<file path="src/rtl/pe_noc_endpoint.sv">
// rtl/pe_noc_endpoint.sv - PE-side NoC endpoint: address filter, request FIFO, tag FIFO, return-packet egress
module pe_noc_endpoint #(
  parameter int X_SIZE     = 2,
  parameter int Y_SIZE     = 2,
  parameter int PCK_NUM    = 5,
  parameter int DATA_WIDTH = 256,
  parameter int MY_X       = 1,
  parameter int MY_Y       = 0,
  parameter int FIFO_DEPTH = 4
) (
  input  logic                                          clk,
  input  logic                                          reset,
  input  logic                                          i_valid,
  input  logic [DATA_WIDTH+PCK_NUM+Y_SIZE+X_SIZE-1:0]   i_data,
  output logic                                          o_ready,
  output logic                                          o_valid,
  output logic [DATA_WIDTH+PCK_NUM+Y_SIZE+X_SIZE-1:0]   o_data,
  input  logic                                          i_ready,
  output logic                                          o_pe_valid,
  output logic [DATA_WIDTH-1:0]                         o_pe_data,
  input  logic                                          i_pe_ready,
  input  logic                                          i_pe_valid,
  input  logic [DATA_WIDTH-1:0]                         i_pe_data,
  output logic                                          o_pe_ready,
  output logic [7:0]                                    o_drop_cnt
);

  localparam int TW = DATA_WIDTH + PCK_NUM + Y_SIZE + X_SIZE;
  localparam int AW = $clog2(FIFO_DEPTH);
  localparam int RW = PCK_NUM + DATA_WIDTH;
  localparam logic [X_SIZE-1:0] MY_XV = X_SIZE'(MY_X);
  localparam logic [Y_SIZE-1:0] MY_YV = Y_SIZE'(MY_Y);
  localparam logic [AW:0] FULL_CNT = (AW+1)'(FIFO_DEPTH);

  // Request FIFO: {pck_no, payload} per entry
  logic [RW-1:0]      req_mem [FIFO_DEPTH];
  logic [AW-1:0]      req_wr;
  logic [AW-1:0]      req_rd;
  logic [AW:0]        req_cnt;

  // Tag FIFO: pck_no of every payload handed to the PE but not yet answered
  logic [PCK_NUM-1:0] tag_mem [FIFO_DEPTH];
  logic [AW-1:0]      tag_wr;
  logic [AW-1:0]      tag_rd;
  logic [AW:0]        tag_cnt;

  logic [TW-1:0]      out_q;
  logic               out_v;
  logic [7:0]         drop_q;

  // Incoming packet fields
  logic [X_SIZE-1:0]     in_x;
  logic [Y_SIZE-1:0]     in_y;
  logic [PCK_NUM-1:0]    in_pck;
  logic [DATA_WIDTH-1:0] in_pay;
  logic                  addr_hit;

  assign in_x     = i_data[X_SIZE-1:0];
  assign in_y     = i_data[X_SIZE +: Y_SIZE];
  assign in_pck   = i_data[X_SIZE+Y_SIZE +: PCK_NUM];
  assign in_pay   = i_data[TW-1 -: DATA_WIDTH];
  assign addr_hit = (in_x == MY_XV) && (in_y == MY_YV);

  logic req_full, req_empty, tag_full, tag_empty;
  logic in_fire, req_push, req_pop, ret_fire;

  assign req_full  = (req_cnt == FULL_CNT);
  assign req_empty = (req_cnt == '0);
  assign tag_full  = (tag_cnt == FULL_CNT);
  assign tag_empty = (tag_cnt == '0);

  // Ready/valid outputs depend only on registered state, reset and i_ready
  assign o_ready    = !reset && !req_full;
  assign o_pe_valid = !req_empty && !tag_full;
  assign o_pe_ready = !tag_empty && (!out_v || i_ready);
  assign o_pe_data  = req_empty ? '0 : req_mem[req_rd][DATA_WIDTH-1:0];
  assign o_valid    = out_v;
  assign o_data     = out_q;
  assign o_drop_cnt = drop_q;

  assign in_fire  = i_valid && o_ready;
  assign req_push = in_fire && addr_hit;
  assign req_pop  = o_pe_valid && i_pe_ready;
  assign ret_fire = i_pe_valid && o_pe_ready;

  // Storage arrays carry no reset; validity comes from the pointers and counts
  always_ff @(posedge clk) begin
    if (req_push) req_mem[req_wr] <= {in_pck, in_pay};
    if (req_pop)  tag_mem[tag_wr] <= req_mem[req_rd][RW-1 -: PCK_NUM];
  end

  // Request FIFO pointers and occupancy
  always_ff @(posedge clk or posedge reset) begin
    if (reset) begin
      req_wr  <= '0;
      req_rd  <= '0;
      req_cnt <= '0;
    end else begin
      if (req_push) req_wr <= req_wr + 1'b1;
      if (req_pop)  req_rd <= req_rd + 1'b1;
      case ({req_push, req_pop})
        2'b10:   req_cnt <= req_cnt + 1'b1;
        2'b01:   req_cnt <= req_cnt - 1'b1;
        default: req_cnt <= req_cnt;
      endcase
    end
  end

  // Tag FIFO pointers and occupancy
  always_ff @(posedge clk or posedge reset) begin
    if (reset) begin
      tag_wr  <= '0;
      tag_rd  <= '0;
      tag_cnt <= '0;
    end else begin
      if (req_pop)  tag_wr <= tag_wr + 1'b1;
      if (ret_fire) tag_rd <= tag_rd + 1'b1;
      case ({req_pop, ret_fire})
        2'b10:   tag_cnt <= tag_cnt + 1'b1;
        2'b01:   tag_cnt <= tag_cnt - 1'b1;
        default: tag_cnt <= tag_cnt;
      endcase
    end
  end

  // Egress register: a new load wins over a drain, otherwise a drain clears valid
  always_ff @(posedge clk or posedge reset) begin
    if (reset) begin
      out_v <= 1'b0;
      out_q <= '0;
    end else if (ret_fire) begin
      out_v <= 1'b1;
      out_q <= {i_pe_data, tag_mem[tag_rd], {Y_SIZE{1'b0}}, {X_SIZE{1'b0}}};
    end else if (i_ready) begin
      out_v <= 1'b0;
    end
  end

  // Saturating count of accepted packets not addressed to this endpoint
  always_ff @(posedge clk or posedge reset) begin
    if (reset) begin
      drop_q <= 8'd0;
    end else if (in_fire && !addr_hit && (drop_q != 8'hff)) begin
      drop_q <= drop_q + 8'd1;
    end
  end

endmodule
</file>
<file path="config.mk">
export PLATFORM = sky130hd
export DESIGN_NAME = pe_noc_endpoint
export DESIGN_NICKNAME = d
export VERILOG_FILES = /design/src/rtl/pe_noc_endpoint.sv
export SDC_FILE = /design/constraint.sdc
export NUM_CORES = 2
export LEC_CHECK = 0
export CELL_PAD_IN_SITES_DETAIL_PLACEMENT = 2
export CELL_PAD_IN_SITES_GLOBAL_PLACEMENT = 2
export CORE_AREA = 2 2 409 411
export CTS_CLUSTER_DIAMETER = 60
export DETAILED_ROUTE_END_ITERATION = 10
export DIE_AREA = 0 0 411 413
export PLACE_DENSITY = 0.76
export SYNTH_ARGS = -nofsm -noshare
export SYNTH_HDL_FRONTEND = slang
export SYNTH_SLANG_ARGS = --single-unit
</file>
<file path="constraint.sdc">
create_clock -name clk -period 9.95 [get_ports clk]
set_input_delay 1.99 -clock clk [delete_from_list [all_inputs] [get_ports clk]]
set_output_delay 1.99 -clock clk [all_outputs]
set_load 0.05 [all_outputs]
</file>
Word level (Yosys, flattened, before mapping)

Memories as Yosys holds them, arrays and structs flattened. A register that Yosys moved wholly into a read port is not among the register bits.
Index checks and enable logic that the tools add are counted.

Logic and storage cells: 61
RAM bits: 1064
Memories: 2
Output and inout bits: 533
Flip-flop bits (word level): 284
Input bits: 527

Memory list:

| name    | depth | bits a word | rd ports | clocked after memory_dff | wr ports | line | source |
|---|---|---|---|---|---|---|---|
| req_mem | 4     | 261         | 1        | 0                        | 1        | 36   | `logic [RW-1:0] req_mem [FIFO_DEPTH];` |
| tag_mem | 4     | 5           | 1        | 1                        | 1        | 42   | `logic [PCK_NUM-1:0] tag_mem [FIFO_DEPTH];` |

Mux-type cells: 9
Equality and inequality tests: 8
Reductions and logical operators: 24
Add/sub/neg operators: 9

Operators with widths:

| kind                | number |
|---|---|
| $mux 256            | 1 |
| $pmux 3 s2          | 2 |
| $logic_and 1x1->1   | 10 |
| $add 2x1->2 const B | 4 |
| $add 8x1->8 const B | 1 |
| $ne 8x8->1 const B  | 1 |
| $logic_not 1->1     | 7 |
| $add 3x1->3 const B | 2 |
| $eq 2x1->1 const B  | 3 |
| $eq 3x3->1 const B  | 2 |
| $logic_not 3->1     | 2 |
| $mux 1              | 6 |
| $reduce_bool 2->1   | 3 |
| $sub 3x1->3 const B | 2 |
| $eq 2x2->1 const B  | 2 |
| $logic_not 2->1     | 1 |
| $logic_or 1x1->1    | 1 |

Logic depth before layout (Yosys ltp)

Depth after elaboration: 7
Mapped depth: 12
Mapped depth without buffers: 10

Worst setup path before layout

OpenSTA, ideal clock, no wires.

Path kind: input -> register
From: input port reset
To: memory req_mem[2][0] in the netlist's numbering, enable pin
Library setup time: 0.655 ns
Path buffers: 1
Setup slack: 0.057 ns
Data required time: 9.295 ns
Stages on the path: 4
Data arrival time: 9.237 ns
Path through: a21oi_1 > and3_1 > clkbuf_1 > and2_1

Longest elaborated chain between the ends: 6

RTL lines:

| element                      | line | source |
|---|---|---|
| from (decl)                  | 12   | `input logic reset,` |
| $logic_not 1->1 (no line)    | --   |  |
| $logic_and 1x1->1            | 73   | `assign o_ready = !reset && !req_full;` |
| $logic_and 1x1->1            | 81   | `assign in_fire = i_valid && o_ready;` |
| $logic_and 1x1->1            | 82   | `assign req_push = in_fire && addr_hit;` |
| $mux 1                       | 88   | `if (req_push) req_mem[req_wr] <= {in_pck, in_pay};` |
| $mux 1 (not written as such) | 88   |  |
| to (decl)                    | 36   |  |

Every way passes these cells.

Final worst setup path

From: register req_cnt[2]
To: output port o_pe_data[241]

Longest elaborated chain between the ends: 2

RTL lines:

| element                | line | source |
|---|---|---|
| from (decl)            | 39   | `logic [AW:0] req_cnt;` |
| from (signal assigned) | 102  | `2'b10: req_cnt <= req_cnt + 1'b1;` |
| from (signal assigned) | 103  | `2'b01: req_cnt <= req_cnt - 1'b1;` |
| from (signal assigned) | 104  | `default: req_cnt <= req_cnt;` |
| $logic_not 3->1        | 68   | `assign req_empty = (req_cnt == '0);` |
| $mux 256               | 76   | `assign o_pe_data = req_empty ? '0 : req_mem[req_rd][DATA_WIDTH-1:0];` |
| to (decl)              | 20   | `output logic [DATA_WIDTH-1:0] o_pe_data,` |

Every way passes these cells.

==> results.json <==
{
  "end_kind": "output port",
  "antenna_found_initial": 59,
  "layout-drive-gt1-share": 0.149,
  "rsz0062_at_grt": "no",
  "synth_compound_gate_area_share": 0.00196,
  "drt_wl_total_mm": 173,
  "die_x_um": 411,
  "final_net_count": 4011,
  "initialDrtViolationCount": 1910,
  "tritoncts.num_buffers": 157,
  "final.setup_skew_ps": 46.4,
  "tightestPinTransition_ps": 1160,
  "power_density_nw_per_um2": 348,
  "critical_path.cell_chain": "nor3_4 -> buf_4 -> buf_4 -> nor2b_1 -> clkdlybuf4s50_1",
  "hp-start": "o_data[243]",
  "synthSimpleGateAreaFrac": 0.0354,
  "synth_top_cell_by_area": "sky130_fd_sc_hd__edfxtp_1",
  "final-hold-violation-count": 0,
  "muxShareOfSynthArea": 0.176,
  "critical_path_class": "reg -> out",
  "maximum_number_of_pins_on_one_net_before_global_route_repair": 139,
  "htreeDepth": 4,
  "critPathLaunchType": "flip-flop",
  "timing.max_cap.violations": 0,
  "fmaxAchievable_mhz": 158,
  "yosys_warnings": 0,
  "critical_path.slowest_cell": "sky130_fd_sc_hd__buf_4",
  "clk_pin_slew_ps": 60,
  "max_stage_delay_ps": 920,
  "clk_latency_ps": 800,
  "required_ps": 7960,
  "post_cts_buffers": 0,
  "std_cell_rows": 150,
  "post_cts_hold_buffer_count": 0,
  "cts_tree": "built",
  "layout_min_cycle_time_ps": 6340,
  "ff2ff_path_depth": 6,
  "gr-total-overflow": 0,
  "drt_first_pass_iters": 4,
  "postSynth.asyncResetShare": 0.211,
  "synth_top_flop_cell": "sky130_fd_sc_hd__edfxtp_1",
  "mappedNetlistArea_um2": 51100,
  "gp_congestion": 0.830,
  "final.hold.worst_slack_ps": 481,
  "min_delay_path_depth": 1,
  "post_synth.cell_area_avg_um2": 21.7,
  "area_delta_synth_final_pct": 35.5,
  "synth_enable_flop_cells": 1064,
  "routed-via-count": 27624,
  "reg2reg_start": "req_cnt[0]",
  "synth.distinct_cells": 39,
  "wire_per_inst_um": 29.7,
  "dp.final_hpwl_mm": 120,
  "min-delay-path-class": "reg -> reg",
  "grt_util_all_layers": 0.200,
  "synth_cells": 2351,
  "synth_seq_cells": 1348,
  "min_period_over_period": 0.637,
  "io_pins": 1060,
  "rrSetupSlack_ps": 6420,
  "layout.core_utilization": 0.417,
  "netlist_top_cells_area": "sky130_fd_sc_hd__edfxtp_1 (63%), sky130_fd_sc_hd__dfrtp_1 (14%), sky130_fd_sc_hd__mux4_2 (12%)",
  "dieHeight_um": 413,
  "first_global_vias": 30296,
  "whs_endpoint": "o_data[243]",
  "place_ws_ps": 4050,
  "starting_density": 0.308,
  "synth_commonest_cells": "sky130_fd_sc_hd__edfxtp_1 (1,064), sky130_fd_sc_hd__dfrtp_1 (284), sky130_fd_sc_hd__mux4_2 (266)",
  "synth_most_common_cell": "sky130_fd_sc_hd__edfxtp_1",
  "port-buffer-count": 1055,
  "synthXorXnorAreaFrac": 0.00274,
  "crit_path_frequent_cell": "sky130_fd_sc_hd__buf_4",
  "timing.setup.tns_ps": 0,
  "crit_family": "buffers and inverters",
  "critical_path.reg2reg.endpoint": "req_mem[3][49]",
  "fin_ws_ps": 3610,
  "clock_path_buffers": 3,
  "final_antenna_violating_net_count": 0,
  "cts-resized-gates": 0,
  "crit_buf_inv": 3,
  "timing_max_transition_violations_final": 0,
  "power.leakage_nw": 23.4,
  "yosys.area.top_type_share": 0.626,
  "synth-seq-area-share": 0.765,
  "synthAdderAreaFrac": 0.00348,
  "grt_pass1_wl_mm": 240,
  "vias_per_cell": 4.74,
  "synth_top_family_by_area": "multiplexers",
  "timing.slew.headroom": 0.226,
  "clk_root_buf": "sky130_fd_sc_hd__clkbuf_16",
  "dieArea_um2": 170000,
  "crit_path_max_fanout": 98,
  "drt_drc_violations_left": 0,
  "final-setup-viol-count": 0,
  "core_area_um2": 166000,
  "arrival_ps": 4350,
  "worst_ir_drop_vdd_mv": 0.297,
  "run_status": "finished clean",
  "clock_sinks": 1348
}
worst reg2reg max path, cell delays in order, from the launching register on:
cell and delay, ps:
sky130_fd_sc_hd__dfrtp_1 480, sky130_fd_sc_hd__nor2_2 110, sky130_fd_sc_hd__a21oi_1 280, sky130_fd_sc_hd__and3_1 420, sky130_fd_sc_hd__and2_4 600, sky130_fd_sc_hd__buf_12 620
sky130_fd_sc_hd__buf_4 660
registers in the layout (all words and copies together), names as in the netlist, 3 cells and up:
| register | flops |
|---|---|
| req_mem | 1044 |
| o_data | 261 |
| req_cnt | 3 |
| o_drop_cnt | 8 |
| tag_cnt | 3 |
| tag_mem | 20 |
report_power, final:
group	internal, mW	switching, mW
registers	6.74	0.492
logic	3.83	7.34
clock network	3.25	2.40
total	13.8	10.2
area by class of cell:
| class | instances | area, um^2 |
|---|---|---|
| inverter | 15 | 71.3 |
| sequential | 1348 | 39100 |
| fill | 15625 | 96700 |
| multi-input combinational | 869 | 11200 |
| clock inverter | 92 | 892 |
| timing repair buffer | 1080 | 10900 |
| antenna | 26 | 65.1 |
| tap | 2204 | 2760 |
| clock buffer | 198 | 4180 |
layout by cell type (no fill, tap or decap), drive strengths merged, types with 3 or more instances in the layout:
master and count:
and2 8, conb 4, mux4 266, xor2 7, nor2b 257, and3 5
nor2 5, diode 26, mux2 264, clkdlybuf4s50 1055, nand2 10, a21oi 5
ha 11, inv 25, nand3 3, clkbuf 198, xnor2 9, clkinv 68
buf 25, clkinvlp 5, bufinv 9, dfrtp 284, edfxtp 1064
metrics by stage:
| stage | area (um^2) | power (mW) | cells |
|---|---|---|---|
| after floorplan | 51100 | 14.3 | 2354 |
| after global placement | 64100 | 18.4 | 5516 |
| after detailed placement | 64100 | 18.6 | 5516 |
| after CTS | 69100 | 24.4 | 5806 |
| after global routing | 69200 | 24.9 | 5820 |
| final | 69200 | 24.1 | 5832 |
per-layer routing:
metal | wire length [um] | track usage
met1 | 61100 | 0.217
met2 | 91600 | 0.356
met3 | 12300 | 0.0601
met4 | 7920 | 0.0937
met5 | 308 | 0
logic make-up after synthesis:
logic type               Yosys count
XOR/XNOR                          16
multiplexers                     531
AO/OA/AOI/OAI                     13
flip-flops                      1348
other                              1
AND/OR/NAND/NOR                  292
buffers and inverters            137
adder cells (fa/ha/maj)           13
worst max-delay path by stage:
stage | end | cells after the start | startpoint
after floorplan | req_mem[2][0] | 4 | reset
after global placement | req_mem[1][84] | 6 | i_data[3]
after detailed placement | req_mem[1][90] | 6 | i_data[3]
after CTS | o_pe_data[65] | 4 | req_rd[0]
after global routing | o_pe_data[246] | 5 | req_cnt[2]
final | o_pe_data[241] | 5 | req_cnt[2]
(Power assumes the default switching activity.)
